File: src/rtl/reg7_down_counter_pkg.sv
// Shared constants and types for the 7-bit synchronous down counter.
package reg7_down_counter_pkg;
    localparam int CNT_WIDTH = 7;
    localparam logic [CNT_WIDTH-1:0] CNT_RESET_VAL = 7'h7F;
    typedef logic [CNT_WIDTH-1:0] cnt_t;
endpackage

File: src/rtl/reg7_down_counter_tff_cell.sv
// Single T flip-flop stage with async active-low reset to a per-stage value.
module tff_cell (
    input  logic clk,
    input  logic reset,
    input  logic rst_val,
    input  logic t,
    output logic q
);
    always_ff @(posedge clk or negedge reset) begin
        if (!reset) begin
            q <= rst_val;
        end else if (t) begin
            q <= ~q;
        end
    end
endmodule

File: src/rtl/reg7_down_counter.sv
// Synchronous down counter built from a chain of T flip-flops with an AND borrow chain.
// Optional parallel load (ports load/din) is enabled by defining DOWN_COUNTER_LOAD_EN.
module reg7_down_counter
    import reg7_down_counter_pkg::*;
#(
    parameter int               WIDTH     = CNT_WIDTH,
    parameter logic [WIDTH-1:0] RESET_VAL = {WIDTH{1'b1}}
) (
    input  logic             clk,
    input  logic             reset,
    input  logic             enable,
`ifdef DOWN_COUNTER_LOAD_EN
    input  logic             load,
    input  logic [WIDTH-1:0] din,
`endif
    output logic [WIDTH-1:0] Q,
    output logic             tc
);
    logic [WIDTH-1:0] zero_below;
    logic [WIDTH-1:0] t;

    // zero_below[i] is high when every bit below i is 0, i.e. bit i must borrow.
    assign zero_below[0] = 1'b1;

    for (genvar i = 1; i < WIDTH; i++) begin : g_borrow
        assign zero_below[i] = zero_below[i-1] & ~Q[i-1];
    end

`ifdef DOWN_COUNTER_LOAD_EN
    // A load toggles exactly the bits that differ from din, so the T-FF chain stays intact.
    assign t = load ? (Q ^ din) : ({WIDTH{enable}} & zero_below);
`else
    assign t = {WIDTH{enable}} & zero_below;
`endif

    for (genvar i = 0; i < WIDTH; i++) begin : g_stage
        tff_cell u_tff (
            .clk     (clk),
            .reset   (reset),
            .rst_val (RESET_VAL[i]),
            .t       (t[i]),
            .q       (Q[i])
        );
    end

    assign tc = (Q == '0);
endmodule

File: config.mk
export PLATFORM = sky130hd
export DESIGN_NAME = reg7_down_counter
export DESIGN_NICKNAME = d
export VERILOG_FILES = /design/src/rtl/reg7_down_counter_pkg.sv /design/src/rtl/reg7_down_counter_tff_cell.sv /design/src/rtl/reg7_down_counter.sv
export SDC_FILE = /design/constraint.sdc
export NUM_CORES = 1
export LEC_CHECK = 0
export CORE_AREA = 2 2 39 41
export DETAILED_ROUTE_END_ITERATION = 10
export DIE_AREA = 0 0 41 43
export PLACE_DENSITY = 0.54
export SLEW_MARGIN = 15
export SYNTH_ARGS = -nofsm -noshare
export SYNTH_HDL_FRONTEND = slang
export SYNTH_SLANG_ARGS = --single-unit
File: constraint.sdc
create_clock -name clk -period 1.7 [get_ports clk]
set_clock_uncertainty 0.2 [all_clocks]
set_input_delay 0.34 -clock clk [delete_from_list [all_inputs] [get_ports clk]]
set_output_delay 0.34 -clock clk [all_outputs]
set_load 0.1 [all_outputs]
Word level (Yosys, flattened, before mapping)
Index checks and enable logic that the tools add are counted.
{ "word_totals": {"inputBits": 3, "reg_bits": 7, "wordCells": 21, "out_inout_bits": 8} }
{ "classes": {"bitwise": 13, "n_reduce_logical": 1} }
{ "op_table": {"columns": ["op", "count"], "rows": [
  ["$and A7 B7 Y7", 1],
  ["$logic_not A7 Y1", 1],
  ["$not A1 Y1", 7],
  ["$and A1 B1 Y1", 5]
]} }

Longest topological paths before layout
{ "depth": {"word_depth": 7, "ltp_mapped": 4, "depth_no_buf": 3} }

Worst setup path before layout
No wires, ideal clock.
{ "synth_timing": {"kind": "register -> output", "from": "register g_stage[3].u_tff.q", "to": "output port tc", "path_buffers": 0, "t_required_ps": 1160, "setup_slack_ps": -2590, "stages_incl_launch_ff": 3, "t_arrival_ps": 3750, "cell_sequence": "dfstp_2 > or4_4 > nor4_1"} }
{ "synth_between": {"elab_chain_len": 1} }
{ "synth_lines": {"columns": ["item", "line_no", "text"], "rows": [
  ["start: declaration", "reg7_down_counter_tff_cell.sv:7", "output logic q"],
  ["start signal: assignment", "reg7_down_counter_tff_cell.sv:11", "q <= rst_val;"],
  ["start signal: assignment", "reg7_down_counter_tff_cell.sv:13", "q <= ~q;"],
  ["$logic_not A7 Y1", "reg7_down_counter.sv:46", "assign tc = (Q == '0);"],
  ["end: declaration", "reg7_down_counter.sv:17", "output logic tc"]
]} }
No other way between the ends.

Worst setup path in the final report
Ends and elaborated chain as after synthesis.

==> summary.md <==
| Metric | Value |
|---|---|
| Status | finished, violations left |
| Failing checks | setup timing |
| Final Non-Filler Cells | 59 |
| Vias per cell | 4.12 |
| Setup crit start kind | flip-flop |
| TritonRoute pass-1 iters | 2 |
| Initial antenna violation count | 0 |
| Yosys Warn Count | 0 |
| Min-Delay Startpoint | g_stage[6].u_tff.q |
| Grt ovf | 0 |
| Clk Tree Root Cell | clkbuf_4 |
| Overall die height | 43 µm |
| Met2 wire length | 328 µm |
| Post-synthesis mux area share | 0 |
| Crit-path max FO | 2 |
| RSZ-0062 raised after global routing | yes |
| Crit. Startpoint | g_stage[3].u_tff.q |
| Hold Crit Depth | 1 |
| Synth Area in Simple Gates | 0.131 |
| Clock sink count | 7 |
| Distinct cells, synth | 13 |
| Worst Setup End Kind | output pin |
| Synth Area in Adders | 0 |
| TritonCTS buffer count | 3 |
| Final min period | 2.11 ns |
| Insertion delay to the later sink of the worst-skew pair | 0.24 ns |
| Tcrit/Tclk final | 1.24 |
| Largest family of logic cells by synthesized area | buffers and inverters |
| Full die area | 1760 µm² |
| Setup violators final | 1 |
| Synth Area in XOR/XNOR | 0.149 |
| Antenna cells | 0 |
| Worst-path clk slew | 0.05 ns |
| Antenna-violating nets left | 0 |
| Vias after detailed routing | 243 |
| Reg2reg path depth | 4 |
| Worst min path class | flip-flop to flip-flop |
| Cells after Synth | 30 |
| First-pass GRT wire length | 1.07 mm |
| Row cnt | 14 |
| CTS Buffer Depth | 2 |
| Post-synth net total | 33 |
| WL met3 | 28 µm |
| Max-Cap Viols | 0 |
| Slew HR | 0.790 |
| 1st-iter DRT viols | 3 |
| CTS tree | built |
| Core area | 1380 µm² |
| Initial cell density of the core | 0.255 |
| Crit path kind | flip-flop to output pin |
| Post-synth design cell area | 353 µm² |
| FMAX | 474 MHz |
| Max-slew violation count | 0 |
| Detail Placement HPWL | 500 µm |
| Final Util | 0.429 |
| Vias in the first global route | 263 |
| Share of layout cells above drive strength 1 | 0.674 |
| Largest net degree at the start of global routing | 8 |
| Crit path arrival time | 1.57 ns |
| # hold bufs at CTS | 0 |
| WP data required | 1.16 ns |
| IO buf count | 10 |
| I/O pin count | 11 |
| Die width | 41 µm |
| DR top layer | met4 |
| Synth Area in Compound Gates | 0.0390 |
| Crit Reg-Reg Startpoint | g_stage[3].u_tff.q |
| Seq cells post-synth | 7 |
| M1 WL | 236 µm |
| Reg2reg end | g_stage[6].u_tff.q |
| WL final | 599 µm |
| Fin nets | 47 |
| Largest register by flop count | g_stage.u_tff.q |
| Avg WL per Cell | 10.2 µm |
| Largest regs | g_stage.u_tff.q: 7 flops |
| Syn Area/Cell | 11.8 µm² |
| GRT Overall Usage | 0.0983 |
| Final hold vios | 0 |
| Final worst slack | -0.410 ns |
| # DRC | 0 |
| Sequential element share of the synthesized area | 0.521 |
| CTS H-tree depth | 1 |
| Placed Cells incl. Taps | 55 |
| Hold Path End | g_stage[6].u_tff.q |
| Actual slew at the worst max-slew pin | 0.315 ns |
| Routability Congestion | 0.640 |
| Flop2flop setup slack | 0.04 ns |
| Max FFs per register | 7 |
| Area growth from synthesis to layout | 68.1% |
routing by layer:
layer,GRT usage,vias up
met5,0,-
met2,0.147,6
met1,0.0960,115
li1,-,120
met4,0.0800,0
met3,0.0471,2
what timing repair did:
item	CTS	global route
hold endpoints to repair	0	0
gates resized for setup	0	1
buffers inserted	0	0
endpoints found under the setup margin	1	2
cells by family (layout without fill, tap and decap cells):
kind of cell | Yosys count | count (layout)
buffers and inverters | 8 | 21
DFF | 7 | 7
and+or+nand+nor | 7 | 7
xor gates and xnor gates | 6 | 6
AOI/OAI and AO/OA | 2 | 2
cells in the mapped netlist:
cell type  number  area, µm²
nand2b_1        1       6.26
nor4_1          1       6.26
nor3_2          1       10.0
o21ai_0         1       5.00
o41ai_1         1       8.76
buf_4           7       52.6
nor2_1          2       7.51
nor3_1          1       5.00
clkbuf_1        1       3.75
xor2_1          5       43.8
xnor2_1         1       8.76
or4_4           1       11.3
dfstp_2         7        184
final cells by class:
type                       instances  area (µm²)
tap                               16        20.0
clock buffer                       4        26.3
timing repair buffer              17         233
sequential                         7         184
multi-input combinational         15         130
fill                             137         791
stage by stage:
stage	TNS, ns	area [µm²]	worst slack, ns	hold WS [ns]
floorplan	-0.759	368	-0.759	-0.00784
global placement	-0.143	564	-0.143	0.352
detailed placement	-0.153	564	-0.153	0.357
CTS	-0.428	591	-0.428	0.365
global route	-0.475	593	-0.475	0.370
finish	-0.410	593	-0.410	0.361
worst max path at each step:
stage	end	slack [ns]	cells after the start
finish	tc	-0.41	3
global route	tc	-0.47	3
CTS	tc	-0.43	3
detailed placement	tc	-0.15	3
global placement	tc	-0.14	3
floorplan	tc	-0.76	2
cells in the final DEF (no fill, tap or decap), types with 2 or more instances in the layout:
cell type and instances:
dfstp_2 7, clkbuf_4 3, clkdlybuf4s50_1 2, xor2_1 5, buf_4 7, buf_12 8
worst max-delay path, cell delays in order, from the launching register on:
cell,delay [ns]
dfstp_2,0.36
or4_4,0.54
nor4_4,0.21
buf_12,0.21
Power is not shown: default switching activity piles up to over one toggle a cycle in this logic, so the estimate is an artifact.
